### config.mk
export PLATFORM = sky130hd
export DESIGN_NAME = combo_tracker
export DESIGN_NICKNAME = d
export VERILOG_FILES = /design/src/rtl/combo_tracker_pkg.sv /design/src/rtl/combo_tracker_edge_rise.sv /design/src/rtl/combo_tracker.sv
export SDC_FILE = /design/constraint.sdc
export NUM_CORES = 1
export LEC_CHECK = 0
export ABC_CLOCK_PERIOD_IN_PS = 6600
export CORE_UTILIZATION = 35
export CTS_CLUSTER_SIZE = 20
export DETAILED_ROUTE_END_ITERATION = 7
export HOLD_SLACK_MARGIN = 0.02
export RECOVER_POWER = 50
export REMOVE_ABC_BUFFERS = 1
export SYNTH_ARGS = -nofsm -noshare
export SYNTH_HDL_FRONTEND = slang
export SYNTH_SLANG_ARGS = --single-unit
export TNS_END_PERCENT = 5
### constraint.sdc
create_clock -name clk -period 6.6 [get_ports clk]
set_clock_uncertainty 0.2 [all_clocks]
set_input_delay 0.99 -clock clk [delete_from_list [all_inputs] [get_ports clk]]
set_output_delay 0.99 -clock clk [all_outputs]
set_load 0.01 [all_outputs]
### src/rtl/combo_tracker_pkg.sv
// Shared types and constants for the combo tracker: FSM encoding, combo limits
// and the saturating combo increment.
package combo_tracker_pkg;

   localparam int unsigned COMBO_W          = 4;
   localparam int unsigned RAMP_STEPS       = 16;
   localparam int unsigned FLASH_CYCLES_DEF = 64;

   localparam logic [COMBO_W-1:0] COMBO_MAX = 4'd15;

   typedef enum logic {
      IDLE  = 1'b0,
      FLASH = 1'b1
   } state_t;

   // Saturate check happens before the add so the 4-bit count never wraps.
   function automatic logic [COMBO_W-1:0] combo_inc(input logic [COMBO_W-1:0] c);
      return (c == COMBO_MAX) ? COMBO_MAX : c + COMBO_W'(1);
   endfunction

endpackage

### src/rtl/combo_tracker_edge_rise.sv
// Registered 1-bit rising-edge detector: pulse is high for the one cycle
// after d rises; a level held high yields a single pulse.
module edge_rise (
   input  logic clk,
   input  logic rst_n,
   input  logic d,
   output logic pulse
);

   logic prev;

   always_ff @(posedge clk or negedge rst_n) begin
      if (!rst_n) begin
         prev  <= 1'b0;
         pulse <= 1'b0;
      end else begin
         prev  <= d;
         pulse <= d & ~prev;
      end
   end

endmodule

### src/rtl/combo_tracker.sv
// Consecutive-hit counter with best/lifetime tallies and a timed full-combo
// sweep that drives the LED bar decoder's 4-bit input.
module combo_tracker
   import combo_tracker_pkg::*;
#(
   parameter int unsigned FLASH_CYCLES = FLASH_CYCLES_DEF,  // multiple of 16, >= 16
   parameter int unsigned TOTAL_W      = 8
) (
   input  logic               clk,
   input  logic               rst_n,
   input  logic               hit_in,
   input  logic               miss_in,
   input  logic               clear,
   output logic [3:0]         combo,
   output logic [3:0]         max_combo,
   output logic [TOTAL_W-1:0] hit_total,
   output logic               flash_active,
   output logic [3:0]         display_combo
);

   localparam int unsigned FCW  = $clog2(FLASH_CYCLES);
   localparam int unsigned STEP = FLASH_CYCLES / RAMP_STEPS;
   localparam logic [FCW-1:0] FLASH_LAST = FCW'(FLASH_CYCLES - 1);

   logic hit_ev;
   logic miss_ev;

   state_t             state, state_n;
   logic [FCW-1:0]     flash_cnt, flash_cnt_n;
   logic [3:0]         combo_n, max_n, disp_n;
   logic [TOTAL_W-1:0] total_n;

   edge_rise u_hit_edge (
      .clk   (clk),
      .rst_n (rst_n),
      .d     (hit_in),
      .pulse (hit_ev)
   );

   edge_rise u_miss_edge (
      .clk   (clk),
      .rst_n (rst_n),
      .d     (miss_in),
      .pulse (miss_ev)
   );

   // State and datapath registers
   always_ff @(posedge clk or negedge rst_n) begin
      if (!rst_n) begin
         state         <= IDLE;
         flash_cnt     <= '0;
         combo         <= '0;
         max_combo     <= '0;
         hit_total     <= '0;
         display_combo <= '0;
      end else begin
         state         <= state_n;
         flash_cnt     <= flash_cnt_n;
         combo         <= combo_n;
         max_combo     <= max_n;
         hit_total     <= total_n;
         display_combo <= disp_n;
      end
   end

   assign flash_active = (state == FLASH);

   // Next-state logic; priority is clear, then miss, then hit
   always_comb begin
      state_n     = state;
      flash_cnt_n = flash_cnt;
      combo_n     = combo;
      max_n       = max_combo;
      total_n     = hit_total;

      if (state == FLASH) begin
         if (flash_cnt == FLASH_LAST) begin
            state_n     = IDLE;
            flash_cnt_n = '0;
         end else begin
            flash_cnt_n = flash_cnt + FCW'(1);
         end
      end

      if (clear) begin
         state_n     = IDLE;
         flash_cnt_n = '0;
         combo_n     = '0;
         max_n       = '0;
         total_n     = '0;
      end else if (miss_ev) begin
         state_n     = IDLE;
         flash_cnt_n = '0;
         combo_n     = '0;
      end else if (hit_ev) begin
         combo_n = combo_inc(combo);
         total_n = (hit_total == '1) ? hit_total : hit_total + TOTAL_W'(1);
         if (combo_n > max_combo) begin
            max_n = combo_n;
         end
         // Only the 14 -> 15 step launches the sweep
         if ((state == IDLE) && (combo == COMBO_MAX - 4'd1)) begin
            state_n     = FLASH;
            flash_cnt_n = '0;
         end
      end

      disp_n = (state_n == FLASH) ? COMBO_W'(flash_cnt_n / FCW'(STEP)) : combo_n;
   end

endmodule

==> results.sh, run 1 <==
export IMPL_drtPass1Iterations=5
export IMPL_rsz0062_at_grt="no"
export IMPL_intPower_w=0.000331
export IMPL_grt_pass1_vias=1222
export IMPL_worstPathArrival_ns=2.69
export IMPL_io_pins=26
export IMPL_dp_slack_ns=3.62
export IMPL_cpMaxStageDelayCell="clkbuf_1"
export IMPL_crit_chain="dlygate4sd3_1 > clkbuf_1"
export IMPL_worstSetupEndpointType="asynchronous set/reset pin"
export IMPL_portBuffers=25
export IMPL_violations="capacitance limit, slew limit"
export IMPL_post_route_period_util=0.424
export IMPL_drc=0
export IMPL_cts_tree="built"
export IMPL_synth_warnings=0
export IMPL_core_um2=4380
export IMPL_worst_slew_pin_slew_ns=1.62
export IMPL_drv_slew=32
export IMPL_crit_type="in -> async"
export IMPL_comb_power_share=0.078
export IMPL_grt_max_degree=32
export IMPL_use_met2=0.237
export IMPL_gr_max_usage_layer="met2"
export IMPL_place_inst=235
export IMPL_diodes=0
export IMPL_peakVddDrop_mv=0.0874
export IMPL_grt_pass1_wl_um=5720
export IMPL_cp_max_fo=31
export IMPL_floorplan_initialDensity=0.365
export IMPL_power_frac_clock=0.452
export IMPL_setup_violations=0
export IMPL_area_delta_synth_final_pct=26.2
export IMPL_met1_usage=0.197
export IMPL_nets=203
export IMPL_drive_gt1_frac=0.0942
export IMPL_async_reset_ff_frac=1.00
export IMPL_drt_first_iter_violations=56
export IMPL_min_delay_path_class="reg -> reg"
export IMPL_tns_ns=0
export IMPL_seqPwrFrac=0.470
export IMPL_place_congestion=0.788
export IMPL_die_area_um2=4840
export IMPL_avgRoutedWirePerCell_um=13.6
export IMPL_p_leak_nw=0.856
export IMPL_min_period_ns=2.80
export IMPL_vias=1272
export IMPL_synth_area_um2=1600
export IMPL_critPathMaxStageDelay_ns=1.17
export IMPL_required_ns=6.49
export IMPL_path_buf_inv=2
export IMPL_max_slew_margin=-0.0828
export IMPL_gr_usage_met3=0.0436
export IMPL_hold_viol=0
export IMPL_fmax_ghz=0.357
export IMPL_cts_buffers=5
export IMPL_die_h_um=69.6
export IMPL_ctsLongestPathBuffers=2
export IMPL_synthCells=161
export IMPL_post_route_worst_setup_slack_ns=3.80
export IMPL_crit_path_start_kind="primary input"
export IMPL_cts_setup_buffers=0
export IMPL_rows=24
export IMPL_routed_wl_um=3320
export IMPL_ant_nets=0
export IMPL_ys_seq_elements=31
export IMPL_synth_cell_type_count=37
export IMPL_cts_resized=0
export IMPL_mostFrequentLayoutCells="dfrtp_1, clkdlybuf4s50_1, nor2_1"
export IMPL_switching_share=0.217
export IMPL_fin_cells=243
export IMPL_antenna_found_initial=0
export IMPL_hpwl_um=2420
export IMPL_power_net_switching_w=0.0000916
export IMPL_status="complete, but fails checks"
export IMPL_cts_sinks=31
export IMPL_holdBufCountCts=0
export IMPL_nFillCells=427
export IMPL_final_common_cell="dfrtp_1"
export IMPL_cp_top_family="buffers and inverters"
export IMPL_p_per_area_nw_per_um2=210
export IMPL_cts_clk_slew_worst_paths_ns=0.06
export IMPL_die_w_um=69.6
export IMPL_yosysSeqAreaShare=0.485
export IMPL_root_buffer="clkbuf_8"
export IMPL_synth_edf_count=0
export IMPL_worstSkewPairLatency_ns=0.28
export IMPL_maxCapViolCount=1
export IMPL_routed_via_density=5.23
export IMPL_ys_flop_type="dfrtp_1"
export IMPL_htreeDepth=2
export IMPL_gr_usage_all_layers=0.152
export IMPL_grt_overflow=0
export IMPL_avgSynthCellArea_um2=9.93
==> Yosys cell counts (2+ instances only) <==
| cell type | n | area [um^2] |
|---|---|---|
| a21o_1 | 2 | 15.0 |
| inv_1 | 9 | 33.8 |
| or4_1 | 2 | 15.0 |
| a21oi_1 | 11 | 55.1 |
| buf_2 | 2 | 10.0 |
| o21ai_0 | 4 | 20.0 |
| mux2_2 | 2 | 22.5 |
| nand4_1 | 6 | 37.5 |
| ha_1 | 8 | 100 |
| nor2b_1 | 5 | 31.3 |
| nand2_1 | 8 | 30.0 |
| a31oi_1 | 2 | 12.5 |
| mux2i_1 | 4 | 40.0 |
| and2_1 | 3 | 18.8 |
| clkbuf_1 | 2 | 7.51 |
| nand3_1 | 7 | 35.0 |
| nor3_1 | 2 | 10.0 |
| o31ai_1 | 2 | 15.0 |
| a22o_1 | 4 | 35.0 |
| or2_2 | 3 | 18.8 |
| or3_1 | 2 | 12.5 |
| xor2_1 | 5 | 43.8 |
| nand2b_1 | 2 | 12.5 |
| nor2_1 | 20 | 75.1 |
| dfrtp_1 | 31 | 776 |
| o211ai_1 | 2 | 15.0 |
==> layout make-up <==
cell class / count / area [um^2] / share of cell area
clock buffers: 6 / 82.6 / 0.0409
clock inverters: 2 / 35.0 / 0.0174
inverters: 9 / 33.8 / 0.0167
multi-input cells: 117 / 772 / 0.383
flip-flops and latches: 31 / 776 / 0.384
well taps: 52 / 65.1 / 0.0322
repair buffers: 26 / 254 / 0.126
==> worst reg2reg max path, delay by kind of cell, from the launching register on <==
kind,cells,cell delay [ns]
compound gates,3,0.67
fa+ha+maj,2,0.58
flops,1,0.46
simple gates,3,0.42
==> per-stage QoR <==
stage               power (W)  hold slack, ns  area, um^2   util
CTS                  0.000430           0.191        2020  0.461
floorplan            0.000219           0.178        1580      -
finish               0.000423           0.194        2020  0.460
global placement     0.000235           0.184        1900  0.434
global route         0.000446           0.211        2020  0.460
detailed placement   0.000237           0.186        1900  0.434
==> worst paths after layout <==
path | from | end | slack [ns] | cells after the start
worst max-delay path | rst_n | max_combo[1]$_DFFE_PN0P_ | 3.80 | 2
worst min-delay path | u_miss_edge.prev$_DFF_PN0_ | u_miss_edge.pulse$_DFF_PN0_ | 0.19 | 1
worst max register to register | combo[0]$_DFF_PN0_ | max_combo[2]$_DFFE_PN0P_ | 4.16 | 8
worst min register to register | u_miss_edge.prev$_DFF_PN0_ | u_miss_edge.pulse$_DFF_PN0_ | 0.19 | 1
max in group clk | clear | hit_total[5]$_DFFE_PN0P_ | 3.85 | 4
min in group asynchronous | rst_n | display_combo[3]$_DFF_PN0_ | 1.45 | 2
==> logic make-up after synthesis <==
logic type	Yosys count	synth area share
AND/OR/NAND/NOR	63	0.204
AO/OA/AOI/OAI	34	0.144
flip-flops	31	0.485
buffers and inverters	13	0.0321
adder cells (fa/ha/maj)	8	0.0626
XOR/XNOR	6	0.0329
multiplexers	6	0.0391
==> registers in the layout (all words and copies together) (netlist names) <==
register / cells
u_hit_edge.pulse: 1
combo: 4
flash_cnt: 6
u_miss_edge.prev: 1
display_combo: 4
u_hit_edge.prev: 1
flash_active: 1
hit_total: 8
u_miss_edge.pulse: 1
max_combo: 4
==> power groups by stage <==
stage	clock network, W	logic (W)	registers, W
CTS	0.000196	0.0000345	0.000199
finish	0.000191	0.0000331	0.000199
floorplan	0	0.0000158	0.000203
global placement	0	0.0000333	0.000202
global route	0.000209	0.0000376	0.000199
detailed placement	0	0.0000343	0.000202
==> routing by layer <==
metal  routed length (um)  up-vias
met5                    0        -
met3                  100        4
met2                 1590       23
li1                     -      624
met1                 1580      621
met4                   41        0
Note: power is estimated with default switching activity, not from simulation.
==> run 2: changes to the inputs <==
Settings changed: ABC_CLOCK_PERIOD_IN_PS 6600 to 2600.
Clock period 6.6 ns to 2.6 ns, I/O delays scaled along.
==> run 2 against run 1 <==
Against the previous run: the flow now finishes without violations; sequential power rose to 2.5 times the previous value; via count is 0.24% lower; first-iteration DRC count rose by 11%; critical path depth grew 7; combinational power increased to 2.6 times the previous value; critical path type is now reg -> reg.
==> results.sh, run 2 (same netlist as run 1, synthesis figures left out) <==
export IMPL_status="complete, no violations"
export IMPL_required_ns=2.57
export IMPL_vias=1269
export IMPL_drt_first_iter_violations=62
export IMPL_die_h_um=69.6
export IMPL_cts_tree="built"
export IMPL_power_frac_clock=0.413
export IMPL_seqPwrFrac=0.501
export IMPL_p_per_area_nw_per_um2=501
export IMPL_largest_register_ffs=8
export IMPL_die_w_um=69.6
export IMPL_antenna_found_initial=0
export IMPL_htreeDepth=2
export IMPL_cp_max_fo=8
export IMPL_cp_top_family="compound AO/OA/AOI/OAI gates"
export IMPL_nets=204
export IMPL_gr_usage_all_layers=0.157
export IMPL_r2r_cells=9
export IMPL_cpMaxStageDelayCell="dfrtp_1"
export IMPL_cts_buffers=5
export IMPL_worstSkewPairLatency_ns=0.28
export IMPL_tns_ns=0
export IMPL_grt_pass1_vias=1257
export IMPL_worst_slew_pin_slew_ns=0.792
export IMPL_fmax_ghz=0.411
export IMPL_max_slew_margin=0.472
export IMPL_cts_sinks=31
export IMPL_rsz0062_at_grt="no"
export IMPL_final_common_cell="dfrtp_1"
export IMPL_cts_setup_buffers=0
export IMPL_drv_slew=0
export IMPL_grt_overflow=0
export IMPL_root_buffer="clkbuf_8"
export IMPL_diodes=0
export IMPL_p_leak_nw=0.854
export IMPL_min_delay_path_class="reg -> reg"
export IMPL_switching_share=0.232
export IMPL_maxCapViolCount=0
export IMPL_worstPathArrival_ns=2.40
export IMPL_cts_clk_slew_worst_paths_ns=0.07
export IMPL_area_delta_synth_final_pct=25.9
export IMPL_core_um2=4380
export IMPL_largest_register="hit_total"
export IMPL_drc=0
export IMPL_path_buf_inv=0
export IMPL_drive_gt1_frac=0.104
export IMPL_hpwl_um=2420
export IMPL_ant_nets=0
export IMPL_rows=24
export IMPL_crit_path_start_kind="flop"
export IMPL_die_area_um2=4840
export IMPL_comb_power_share=0.086
export IMPL_crit_type="reg -> reg"
export IMPL_routed_via_density=5.20
export IMPL_io_pins=26
export IMPL_min_period_ns=2.43
export IMPL_finalHoldWorstSlack_ns=0.191
export IMPL_avgRoutedWirePerCell_um=13.8
export IMPL_worstSetupEndpointType="flop"
export IMPL_mostFrequentLayoutCells="dfrtp_1, clkdlybuf4s50_1, nor2_1"
export IMPL_grt_pass1_wl_um=5890
export IMPL_portBuffers=25
export IMPL_intPower_w=0.000775
export IMPL_fin_util=0.459
export IMPL_drtPass1Iterations=4
export IMPL_routed_wl_um=3360
export IMPL_power_net_switching_w=0.000234
export IMPL_place_congestion=0.822
export IMPL_crit_cells=9
export IMPL_hold_depth=1
export IMPL_ctsLongestPathBuffers=2
export IMPL_post_route_period_util=0.935
export IMPL_critPathMaxStageDelay_ns=0.48
export IMPL_reg_top3="hit_total (8), flash_cnt (6)"
export IMPL_setup_violations=0
export IMPL_hold_viol=0
export IMPL_grt_max_degree=32
export IMPL_floorplan_initialDensity=0.365
export IMPL_dpl_cell_area_um2=1910
export IMPL_crit_chain="ha_1 > nand2b_1 > nor2_1 > a21oi_1 > ha_1 > nand4_1 > a21oi_1 > a31o_2 > a22o_1"
export IMPL_peakVddDrop_mv=0.260
export IMPL_fin_area_um2=2010
export IMPL_holdBufCountCts=0
-- run 2: layout make-up --
type | instances | area, um^2
Fill cell | 408 | 2370
Sequential cell | 31 | 776
Multi-Input combinational cell | 117 | 776
Timing Repair Buffer | 27 | 263
Clock buffer | 8 | 100
Tap cell | 52 | 65.1
Inverter | 9 | 33.8
-- run 2: power groups by stage --
stage	Combinational (W)	Clock, W	Sequential (W)
after floorplan	0.0000402	0	0.000515
after global placement	0.0000855	0	0.000513
after detailed placement	0.0000887	0	0.000514
after CTS	0.0000897	0.000434	0.000505
after global routing	0.0000974	0.000453	0.000506
final	0.0000872	0.000417	0.000505
-- run 2: path summary, 6_finish.rpt --
path	startpoint	to	slack [ns]
min in group asynchronous	rst_n	combo[2]$_DFF_PN0_	0.52
max in group asynchronous	rst_n	display_combo[0]$_DFF_PN0_	1.18
min	u_hit_edge.prev$_DFF_PN0_	u_hit_edge.pulse$_DFF_PN0_	0.19
min reg2reg	u_hit_edge.prev$_DFF_PN0_	u_hit_edge.pulse$_DFF_PN0_	0.19
max	combo[0]$_DFF_PN0_	max_combo[1]$_DFFE_PN0P_	0.17
max reg2reg	combo[0]$_DFF_PN0_	max_combo[1]$_DFFE_PN0P_	0.17
-- run 2: stage by stage --
step	total power, W	setup slack (ns)	instances
floorplan	0.000555	0.388	157
global placement	0.000599	0.277	236
detailed placement	0.000602	0.145	236
CTS	0.00103	0.124	244
global route	0.00106	0.0209	244
finish	0.00101	0.169	244
-- run 2: routing by layer --
metal	vias up	track usage	part of all wire
li1	625	-	-
met1	605	0.193	0.46
met2	33	0.247	0.48
met3	6	0.0436	0.038
met4	0	0.0907	0.021
met5	-	0	0
-- run 2: timing repair --
action                                  4_1_cts  5_1_grt
endpoints found under the setup margin        0        4
hold endpoints to repair                      0        0
resized for setup                             0        1
==> run 3: changes to the inputs <==
Settings changed: PLACE_DENSITY set to 0.68.
==> run 3 against run 2 <==
Against the previous run: the flow now finishes with violations (capacitance limit, slew limit); critical path depth shrank 1; hold slack worse by 0.00090 ns; largest power group unchanged; register-to-register slack improved by 0.07 ns; flip-flop and latch count unchanged; wire length fell by 8.8%; combinational power fell by 2%; count of clock-buffer cells in the layout shrank 1; total power fell by 5.9%.
==> results.sh, run 3 (same netlist as run 1, synthesis figures left out) <==
export IMPL_cts_clk_slew_worst_paths_ns=0.06
export IMPL_reg2reg_slack_ns=0.24
export IMPL_io_pins=26
export IMPL_htreeDepth=2
export IMPL_critPathMaxStageDelay_ns=0.46
export IMPL_ctsLongestPathBuffers=2
export IMPL_root_buffer="clkbuf_8"
export IMPL_nets=204
export IMPL_dp_slack_ns=0.238
export IMPL_worstSetupEndpointType="flop"
export IMPL_holdBufCountCts=0
export IMPL_intPower_w=0.000720
export IMPL_peakVddDrop_mv=0.357
export IMPL_fmax_ghz=0.424
export IMPL_p_leak_nw=0.842
export IMPL_avgRoutedWirePerCell_um=12.5
export IMPL_ant_nets=0
export IMPL_post_route_worst_setup_slack_ns=0.243
export IMPL_post_route_period_util=0.907
export IMPL_vias=1246
export IMPL_min_delay_path_class="reg -> reg"
export IMPL_core_um2=4380
export IMPL_routed_via_density=5.11
export IMPL_grt_pass1_wl_um=5220
export IMPL_routed_wl_um=3060
export IMPL_drive_gt1_frac=0.0938
export IMPL_place_congestion=0.774
export IMPL_antenna_found_initial=0
export IMPL_crit_type="reg -> reg"
export IMPL_violations="capacitance limit, slew limit"
export IMPL_cts_buffers=5
export IMPL_drt_first_iter_violations=92
export IMPL_mostFrequentLayoutCells="dfrtp_1, clkdlybuf4s50_1, nor2_1"
export IMPL_cts_tree="built"
export IMPL_seqPwrFrac=0.532
export IMPL_rsz0062_at_grt="no"
export IMPL_cts_sinks=31
export IMPL_p_per_area_nw_per_um2=476
export IMPL_maxCapViolCount=1
export IMPL_tns_ns=0
export IMPL_required_ns=2.56
export IMPL_reg_top3="hit_total (8), flash_cnt (6)"
export IMPL_rows=24
export IMPL_gr_usage_all_layers=0.135
export IMPL_status="complete, but fails checks"
export IMPL_min_period_ns=2.36
export IMPL_floorplan_initialDensity=0.365
export IMPL_largest_register_ffs=8
export IMPL_grt_overflow=0
export IMPL_die_h_um=69.6
export IMPL_worstPathArrival_ns=2.32
export IMPL_largest_register="hit_total"
export IMPL_setup_violations=0
export IMPL_comb_power_share=0.090
export IMPL_worstSkewPairLatency_ns=0.27
export IMPL_area_delta_synth_final_pct=24.6
export IMPL_hpwl_um=2210
export IMPL_grt_max_degree=32
export IMPL_cp_max_fo=8
export IMPL_crit_path_start_kind="flop"
export IMPL_power_frac_clock=0.378
export IMPL_max_slew_margin=-0.0832
export IMPL_drc=0
export IMPL_die_area_um2=4840
export IMPL_diodes=0
export IMPL_die_w_um=69.6
export IMPL_drv_slew=32
export IMPL_hold_viol=0
export IMPL_grt_pass1_vias=1152
export IMPL_power_net_switching_w=0.000228
export IMPL_final_common_cell="dfrtp_1"
export IMPL_cpMaxStageDelayCell="dfrtp_1"
export IMPL_drtPass1Iterations=4
export IMPL_portBuffers=25
export IMPL_worst_slew_pin_slew_ns=1.62
export IMPL_switching_share=0.241
export IMPL_crit_chain="ha_1 > nor2b_1 > a21oi_1 > ha_1 > nand4_1 > a21oi_1 > a31o_2 > a22o_1"
[run 3: cell types whose count changed in the layout (fill, tap and decap cells not counted), sizes merged]
cell           delta
dlygate4sd3       -1
clkbuf            -1
clkdlybuf4s50     +1
clkinv            +1
[run 3: cell type report]
class | count | area (um^2)
Timing Repair Buffer | 27 | 262
Clock inverter | 1 | 5.00
Sequential cell | 31 | 776
Clock buffer | 7 | 76.3
Inverter | 9 | 33.8
Multi-Input combinational cell | 117 | 776
Fill cell | 440 | 2390
Tap cell | 52 | 65.1
[run 3: metrics by stage]
stage | std cells | area [um^2] | util | total power (W) | hold slack, ns
2_1_floorplan | 157 | 1580 | - | 0.000555 | -0.106
3_3_place_gp | 236 | 1910 | 0.436 | 0.000601 | 0.183
3_5_place_dp | 236 | 1910 | 0.436 | 0.000602 | 0.182
4_1_cts | 244 | 1990 | 0.455 | 0.000963 | 0.191
5_1_grt | 244 | 1990 | 0.455 | 0.000999 | 0.194
6_report | 244 | 1990 | 0.455 | 0.000949 | 0.190
[run 3: worst paths after layout]
kind,startpoint,to,cells after the start
worst max-delay path,combo[0]$_DFF_PN0_,max_combo[1]$_DFFE_PN0P_,8
worst min-delay path,u_hit_edge.prev$_DFF_PN0_,u_hit_edge.pulse$_DFF_PN0_,1
worst max register to register,combo[0]$_DFF_PN0_,max_combo[1]$_DFFE_PN0P_,8
worst min register to register,u_hit_edge.prev$_DFF_PN0_,u_hit_edge.pulse$_DFF_PN0_,1
max in group asynchronous,rst_n,u_hit_edge.prev$_DFF_PN0_,2
min in group asynchronous,rst_n,display_combo[3]$_DFF_PN0_,2
[run 3: critical path, delay by kind of cell (launching register included)]
family,cells,cell delay [ns]
AOI/OAI and AO/OA,4,0.74
adders and majority gates,2,0.57
DFF,1,0.46
and+or+nand+nor,2,0.28
[run 3: routing by layer]
| metal | share of wire | vias up | routed length [um] | global-route usage |
|---|---|---|---|---|
| met5 | 0 | - | 0 | 0 |
| met4 | 0.010 | 0 | 32 | 0.0476 |
| met3 | 0.043 | 5 | 132 | 0.0363 |
| met2 | 0.45 | 29 | 1390 | 0.204 |
| met1 | 0.49 | 585 | 1510 | 0.186 |
| li1 | - | 627 | - | - |
[run 3: timing repair]
item / in CTS / in global routing
resized for setup: 0 / 1
setup endpoints to repair: 0 / 4
setup buffers: 0 / 0
[run 3: power by group through the flow]
stage	Sequential, W	Combinational (W)	Clock [W]
after global placement	0.000513	0.0000876	0
final	0.000505	0.0000858	0.000358
after global routing	0.000506	0.0000968	0.000397
after CTS	0.000505	0.0000888	0.000370
after detailed placement	0.000513	0.0000886	0
after floorplan	0.000515	0.0000402	0
